[src/rtl/alu_seq_sat.sv]
// alu_seq_sat: sequential PID-term ALU sharing one datapath between the term sequencer
// and its term registers. Scaled add/sub (optional clamp) completes one cycle after accept.
// Signed fixed-point multiply runs one partial product per cycle over DW cycles.
// Optional feature macro: ALU_SAT_FLAG_EN adds the sat_hit output (clamp-applied flag).
//
// state | meaning
// IDLE  | ready for start; a captured add/sub may be completing
// MUL   | iterative multiply in progress, busy=1
module alu_seq_sat #(
   parameter int DW     = 16,
   parameter int SAT_W  = 12,
   parameter int FRAC   = 12,
   parameter int MSAT_W = 15
) (
   input  logic          clk,
   input  logic          rst,
   input  logic          start,
   input  logic [1:0]    op,
   input  logic [1:0]    scale,
   input  logic          sat,
   input  logic [DW-1:0] src1,
   input  logic [DW-1:0] src0,
   output logic          busy,
   output logic          done,
`ifdef ALU_SAT_FLAG_EN
   output logic          sat_hit,
`endif
   output logic [DW-1:0] dst
);

   localparam int CW = (DW > 1) ? $clog2(DW) : 1;

   // add/sub clamp bounds at the exact DW+3 bit sum width
   localparam logic signed [DW+2:0]   AS_MAX = (DW+3)'((64'd1 << (SAT_W-1)) - 64'd1);
   localparam logic signed [DW+2:0]   AS_MIN = ~AS_MAX;
   // multiply clamp bounds at the full product width
   localparam logic signed [2*DW-1:0] MS_MAX = (2*DW)'((64'd1 << (MSAT_W-1)) - 64'd1);
   localparam logic signed [2*DW-1:0] MS_MIN = ~MS_MAX;

   typedef enum logic {IDLE, MUL} state_t;

   state_t                  state;
   logic                    pend;
   logic signed [DW-1:0]    x_r;
   logic signed [DW+1:0]    y_r;
   logic                    sub_r;
   logic                    sat_r;
   logic signed [2*DW-1:0]  mcand;
   logic        [DW-1:0]    mplier;
   logic signed [2*DW-1:0]  acc;
   logic        [CW-1:0]    cnt;

   logic signed [DW+2:0]    sum_ext;
   logic                    as_hi, as_lo, as_clamped;
   logic        [DW-1:0]    as_res;
   logic signed [2*DW-1:0]  pp, acc_nxt, prod_sh;
   logic                    mul_hi, mul_lo, mul_clamped;
   logic        [DW-1:0]    mul_res;
   logic        [1:0]       sh;
   logic signed [DW+1:0]    y_in;

   // src0 pre-shift selected by scale at accept time
   always_comb begin
      sh = 2'd0;
      case (scale)
         2'b01:   sh = 2'd1;
         2'b10:   sh = 2'd2;
         default: sh = 2'd0;
      endcase
      y_in = $signed({{2{src0[DW-1]}}, src0}) <<< sh;
   end

   // exact scaled add/sub and its optional clamp to SAT_W
   always_comb begin
      if (sub_r)
         sum_ext = $signed({{3{x_r[DW-1]}}, x_r}) - $signed({y_r[DW+1], y_r});
      else
         sum_ext = $signed({{3{x_r[DW-1]}}, x_r}) + $signed({y_r[DW+1], y_r});
      as_hi      = sat_r && (sum_ext > AS_MAX);
      as_lo      = sat_r && (sum_ext < AS_MIN);
      as_clamped = as_hi || as_lo;
      if (as_hi)
         as_res = AS_MAX[DW-1:0];
      else if (as_lo)
         as_res = AS_MIN[DW-1:0];
      else
         as_res = sum_ext[DW-1:0];
   end

   // one radix-2 partial product per cycle; the multiplier sign bit carries negative weight
   always_comb begin
      pp = '0;
      if (mplier[0])
         pp = (cnt == '0) ? -mcand : mcand;
      acc_nxt     = acc + pp;
      prod_sh     = acc_nxt >>> FRAC;
      mul_hi      = prod_sh > MS_MAX;
      mul_lo      = prod_sh < MS_MIN;
      mul_clamped = mul_hi || mul_lo;
      if (mul_hi)
         mul_res = MS_MAX[DW-1:0];
      else if (mul_lo)
         mul_res = MS_MIN[DW-1:0];
      else
         mul_res = prod_sh[DW-1:0];
   end

   // sequencer FSM, operand capture and registered outputs
   always_ff @(posedge clk or posedge rst) begin
      if (rst) begin
         state  <= IDLE;
         busy   <= 1'b0;
         done   <= 1'b0;
         dst    <= '0;
         pend   <= 1'b0;
         x_r    <= '0;
         y_r    <= '0;
         sub_r  <= 1'b0;
         sat_r  <= 1'b0;
         mcand  <= '0;
         mplier <= '0;
         acc    <= '0;
         cnt    <= '0;
`ifdef ALU_SAT_FLAG_EN
         sat_hit <= 1'b0;
`endif
      end else begin
         done <= 1'b0;
`ifdef ALU_SAT_FLAG_EN
         sat_hit <= 1'b0;
`endif
         // captured add/sub completes one edge after accept
         if (pend) begin
            dst  <= as_res;
            done <= 1'b1;
            pend <= 1'b0;
`ifdef ALU_SAT_FLAG_EN
            sat_hit <= as_clamped;
`endif
         end
         case (state)
            IDLE: begin
               if (start) begin
                  if (op == 2'b10) begin
                     state  <= MUL;
                     busy   <= 1'b1;
                     mcand  <= $signed({{DW{src1[DW-1]}}, src1});
                     mplier <= src0;
                     acc    <= '0;
                     cnt    <= CW'(DW-1);
                  end else begin
                     x_r   <= $signed(src1);
                     y_r   <= y_in;
                     sub_r <= (op == 2'b01);
                     sat_r <= sat;
                     pend  <= 1'b1;
                  end
               end
            end
            MUL: begin
               acc    <= acc_nxt;
               mcand  <= mcand <<< 1;
               mplier <= mplier >> 1;
               cnt    <= cnt - 1'b1;
               if (cnt == '0) begin
                  state <= IDLE;
                  busy  <= 1'b0;
                  done  <= 1'b1;
                  dst   <= mul_res;
`ifdef ALU_SAT_FLAG_EN
                  sat_hit <= mul_clamped;
`endif
               end
            end
            default: state <= IDLE;
         endcase
      end
   end

`ifndef ALU_SAT_FLAG_EN
   // clamp indications only drive sat_hit when the flag is built in
   logic unused_flags;
   assign unused_flags = as_clamped ^ mul_clamped;
`endif

endmodule

[config.mk]
export PLATFORM = sky130hd
export DESIGN_NAME = alu_seq_sat
export DESIGN_NICKNAME = d
export VERILOG_FILES = /design/src/rtl/alu_seq_sat.sv
export SDC_FILE = /design/constraint.sdc
export NUM_CORES = 1
export LEC_CHECK = 0
export CORE_ASPECT_RATIO = 1.4
export CORE_MARGIN = 10
export CORE_UTILIZATION = 40
export CTS_CLUSTER_DIAMETER = 60
export DETAILED_ROUTE_END_ITERATION = 6
export DONT_BUFFER_PORTS = 1
export GPL_TIMING_DRIVEN = 0
export PLACE_DENSITY = 0.55
export SLEW_MARGIN = 20
export SYNTH_ARGS = -nofsm -noshare
export SYNTH_HDL_FRONTEND = slang
export SYNTH_SLANG_ARGS = --single-unit
[constraint.sdc]
create_clock -name clk -period 7.4 [get_ports clk]
set_clock_uncertainty 0.05 [all_clocks]
set_input_delay 1.48 -clock clk [delete_from_list [all_inputs] [get_ports clk]]
set_output_delay 1.48 -clock clk [all_outputs]
set_load 0.01 [all_outputs]
* After elaboration in Yosys (flattened, before gate mapping) *
Cells that the tools add are included.
Widths: inputs -> output; s select.

cells by class
  add/sub/neg operators = 5
  $lt $le $gt $ge = 4
  equality and inequality tests = 7
  shifts and indexed selects = 1
  muxes and demuxes = 37
  bitwise logic cells = 2
  reductions and logical operators = 6

operators with widths
  operator              count
  $mux 32               6
  $mux 16               9
  $pmux 32 s2           2
  $add 32x32->32        1
  $neg 32->32           1
  $pmux 16 s2           1
  $gt 20x15->1 const B  1
  $lt 20x15->1 const B  1
  $add 16x18->19        1
  $gt 19x12->1 const B  1
  $lt 19x12->1 const B  1
  $mux 19               1
  $sub 16x18->19        1
  $sshl 16x2->18        1
  $mux 1                12
  $mux 4                2
  $pmux 4 s2            1
  $reduce_and 3->1      2
  $eq 2x1->1 const B    2
  $eq 2x2->1 const B    2
  $logic_not 4->1       1
  $ne 2x2->1 const B    2
  $pmux 1 s2            2
  $pmux 2 s2            1
  5 further kinds       7

storage, ports and cells
  flip-flop bits (word level) = 140
  input bits = 40
  output and inout bits = 18
  logic and storage cells = 75

* Longest topological paths before layout *
  depth in word-level cells = 9
  depth in mapped cells = 22
  depth with buffers taken out = 20

* Worst setup path before layout *
OpenSTA, ideal clock, no wires.

  kind = register to register
  start = register mcand[2]
  end = register dst[10]
  setup time = 0.123 ns
  data arrival time = 5.015 ns
  required time = 7.227 ns
  setup slack = 2.212 ns
  stages on the path, launching flop included = 21
  path buffers = 1
  period minus slack after synthesis = 5.188 ns
  cells stage by stage = dfrtp_1 > nor4_1 > nand2_1 > or3_1 > or2_2 > clkbuf_1 > nor4b_1 > a21oi_1 > xor2_1 > and2_1 > ha_1 > a21o_1 > a21o_1 > a21oi_1 > and3_1 > a21oi_1 > o21ai_0 > xnor2_1 > or4_1 > o2bb2a_4 > o221a_2

between the ends
  word-level cells in the longest chain between the ends = 9
  elaborated cells on any way between the ends = 10
  classes of those cells = 2 x add/sub; 2 x order compare; 6 x mux

RTL lines
  element                 line  text
  start, declared         48    logic signed [2*DW-1:0] mcand;
  start signal, assigned  147   mcand <= $signed({{DW{src1[DW-1]}}, src1});
  start signal, assigned  162   mcand <= mcand <<< 1;
  $neg 32->32             94    pp = (cnt == '0) ? -mcand : mcand;
  $mux 32 *               94
  $mux 32 *               93    if (mplier[0])
  $add 32x32->32 *        95    acc_nxt = acc + pp;
  $lt 20x15->1            98    mul_lo = prod_sh < MS_MIN;
  $mux 16                 102   else if (mul_lo)
  $mux 16 *               100   if (mul_hi)
  $mux 16 *               165   if (cnt == '0) begin
  $mux 16 *               141   case (state)
  end signal, assigned    134   dst <= as_res;
  end signal, assigned    169   dst <= mul_res;
  end, declared           28    output logic [DW-1:0] dst

Every way passes the cells marked *; elsewhere a longest branch is shown, timed or not.
A chain may end at the register's enable or synchronous reset.

* Final worst setup path *
  start = register mcand[2]
  end = register dst[4]

The elaborated chain is that of the path after synthesis.

==> reports/results.txt <==
Post-synth ARST share -> 1.00
Leakage power -> 5.11 nW
Max Fclk -> 0.163 GHz
I/O Buffers -> 0
Vias in the first global route -> 8765
Drt via density -> 5.83
Grt total ovfl -> 0
Setup-failing EPs final -> 0
Final WL -> 31000 microns
Max VDD drop -> 0.231 mV
Period minus WS final -> 6150 ps
Iteration-0 DRC Markers -> 551
CTS Root Cell -> clkbuf_16
H-tree lvl count -> 4
Critical Path RT -> 7650 ps
Critical Path AT -> 6400 ps
Clk sinks -> 140
Synth Area per Inst -> 8.65 sq um
Main synth FF type -> dfrtp_1
Layout Nets -> 1250
Maximum number of pins on one net before global-route repair -> 78
Die area -> 0.0313 sq mm
Commonest non-fill, non-tap cells in the layout -> 140 x dfrtp_1, 117 x nand2_1, 102 x nor2_1, 85 x a21oi_1, 56 x o21ai_0
TritonCTS Buffers -> 17
Met3 Use GR -> 0.0384
Unrepaired setup endpoints after global routing -> no
#FFs+latches synth -> 140
Pins Over Slew Limit -> 0
Number of synthesized flops with an enable pin -> 0
WS Path Type -> flip-flop to flip-flop
Accumulated negative setup slack -> 0 ps
Post-route DRC -> 0
Initial antenna violation count -> 0
Skew-Pair Late Insertion Delay -> 440 ps
Placed cell area -> 0.0102 sq mm
Die X -> 152 microns
Synth Net Count -> 1230
Initial core utilization -> 0.408
Cts repair resizes -> 0
FF/Latch Area -> 0.00350 sq mm
Synth Warn # -> 0
Most common cell after layout, fill and taps aside -> dfrtp_1
Vias -> 8618
Relative slew slack -> 0.420
Die Y -> 205 microns
Area Growth Syn to Fin -> 10.6%
Pwr Density -> 589 mW/mm^2
Netlist cell types -> 79
Crit-path cells -> nor4_1 > nand2_1 > or3_1 > or2_2 > clkbuf_1 > nor4b_2 > a21oi_1 > xor2_1 > and2_1 > ha_1 > a21o_1 > a21o_1 > a21oi_1 > nand3_1 > o21ai_0 > xnor2_1 > or4_1 > o2bb2ai_2 > o22ai_1
CTS tree -> yes
Ant. Diodes -> 0
Outcome -> completed
First-pass GRT wire length -> 49300 microns
Clk slew on worst S/H paths -> 70 ps
Layout fillers -> 2335
Area of the multi-input gates -> 0.00591 sq mm
CP Launch Type -> flip-flop
Worst reg2reg setup slack -> 1250 ps
DR WL/cell -> 21.0 microns
Seq/Total Area, Yosys -> 0.357
Met2 Track Usage GR -> 0.387
Slowest-stage cell, CP -> or4_1
GPL Wtd Cong -> 0.859
Fin area -> 0.0109 sq mm
Maximum root-to-sink buffer count -> 2
Critical Path Max Stage Delay -> 660 ps
Share of cells above drive strength 1 -> 0.0600
Worst Setup SP -> mcand[2]
Synth area leader -> dfrtp_1
Row cnt -> 67
DR pass1 iterations -> 6
Hold Crit Start -> cnt[3]
Global routing usage on met1 -> 0.199
Ports -> 58
CORE AREA -> 0.0241 sq mm
Max-Cap Viols -> 0
# hold bufs at CTS -> 0
Slew @ Worst Pin -> 867 ps
Remaining antenna violation count -> 0
RR Startpoint -> mcand[2]
Post-CTS Setup Bufs -> 0
Critical path fanouts, max -> 8
Synthesized area -> 0.00982 sq mm
Fin. Hold Viols -> 0
Type of the worst min-delay path -> flip-flop to flip-flop
Largest cells by area after synthesis -> dfrtp_1 36%, ha_1 6.8%, nand2_1 4.5%
Crit end category -> flip-flop
DP HPWL -> 24300 microns
Final worst path period share -> 0.831
GRT Overall Usage -> 0.197
Synth top area share -> 0.357
Busiest layer in global routing -> met2
Mapped Cells -> 1135
[per-layer routing]
layer	share of wire	wire, microns
met3	0.037	1160
met2	0.55	17100
met5	0	0
met1	0.38	11800
met4	0.031	969
[where the power goes]
part	total [W]	switching [W]	leakage, nW	internal [W]
Clock	0.000906	0.000370	0.299	0.000536
Sequential	0.00148	0.000366	1.73	0.00111
Combinational	0.00401	0.00240	3.08	0.00161
[final timing paths]
path | end | depth (start not counted)
min reg2reg | cnt[3] | 1
max in group asynchronous | dst[8] | 2
max | dst[4] | 19
min in group asynchronous | mplier[8] | 1
max reg2reg | dst[4] | 19
min | cnt[3] | 1
[worst max-delay path: cells and delay by family (launching register included)]
family	cells	cell delay (ps)
AO/OA/AOI/OAI	7	1650
XOR/XNOR	2	350
adder cells (fa/ha/maj)	1	350
buffers and inverters	1	180
flip-flops	1	470
AND/OR/NAND/NOR	8	2970
[through the flow]
step | util | setup WS (ps) | hold WS, ps | total power, W | instances
floorplan | - | 2120 | 385 | 0.00439 | 1135
global placement | 0.424 | 282 | 414 | 0.00543 | 1445
detailed placement | 0.426 | 983 | 423 | 0.00547 | 1446
CTS | 0.451 | 930 | 438 | 0.00640 | 1477
global route | 0.451 | 787 | 463 | 0.00696 | 1477
finish | 0.451 | 1250 | 431 | 0.00640 | 1477
[registers in the layout, summed over array words and instances, names as in the netlist]
register and flops:
mplier 16, y_r 18, state 1, done 1, sub_r 1, pend 1, busy 1, mcand 32
cnt 4, dst 16, x_r 16, acc 32, sat_r 1
[cell usage after synthesis, types with 7 or more instances]
| master | instances |
|---|---|
| a31oi_1 | 9 |
| and3_1 | 8 |
| a21oi_1 | 85 |
| a222oi_1 | 14 |
| o21ai_0 | 56 |
| a221o_1 | 17 |
| nor3_1 | 18 |
| nor2b_1 | 9 |
| and2_1 | 32 |
| inv_1 | 51 |
| nand2b_1 | 13 |
| nand4_1 | 7 |
| nand2_1 | 117 |
| nand3_1 | 12 |
| o31ai_1 | 21 |
| a21boi_0 | 7 |
| a211oi_1 | 7 |
| xor2_1 | 36 |
| o21bai_1 | 10 |
| a21o_1 | 36 |
| a22o_1 | 15 |
| nor4_1 | 8 |
| ha_1 | 53 |
| xnor2_1 | 49 |
| o22ai_1 | 42 |
| or3_1 | 11 |
| dfrtp_1 | 140 |
| nor2_1 | 102 |
| clkbuf_1 | 46 |
[logic make-up after synthesis]
| group | count (synthesis) | share of synthesized area |
|---|---|---|
| AOI/OAI and AO/OA | 377 | 0.266 |
| xor gates and xnor gates | 86 | 0.0774 |
| adders and majority gates | 55 | 0.0716 |
| buffers and inverters | 107 | 0.0427 |
| DFF | 140 | 0.357 |
| muxes | 7 | 0.00726 |
| and+or+nand+nor | 363 | 0.178 |
[final cells by class]
class,instances,area share
buffer,56,0.0210
clock buffer,17,0.0392
clock inverter,14,0.0168
inverter,51,0.0183
multi-input combinational,888,0.544
sequential,140,0.323
tap,310,0.0357
timing repair buffer,1,0.00253
Power figures use the tool's default switching activity.
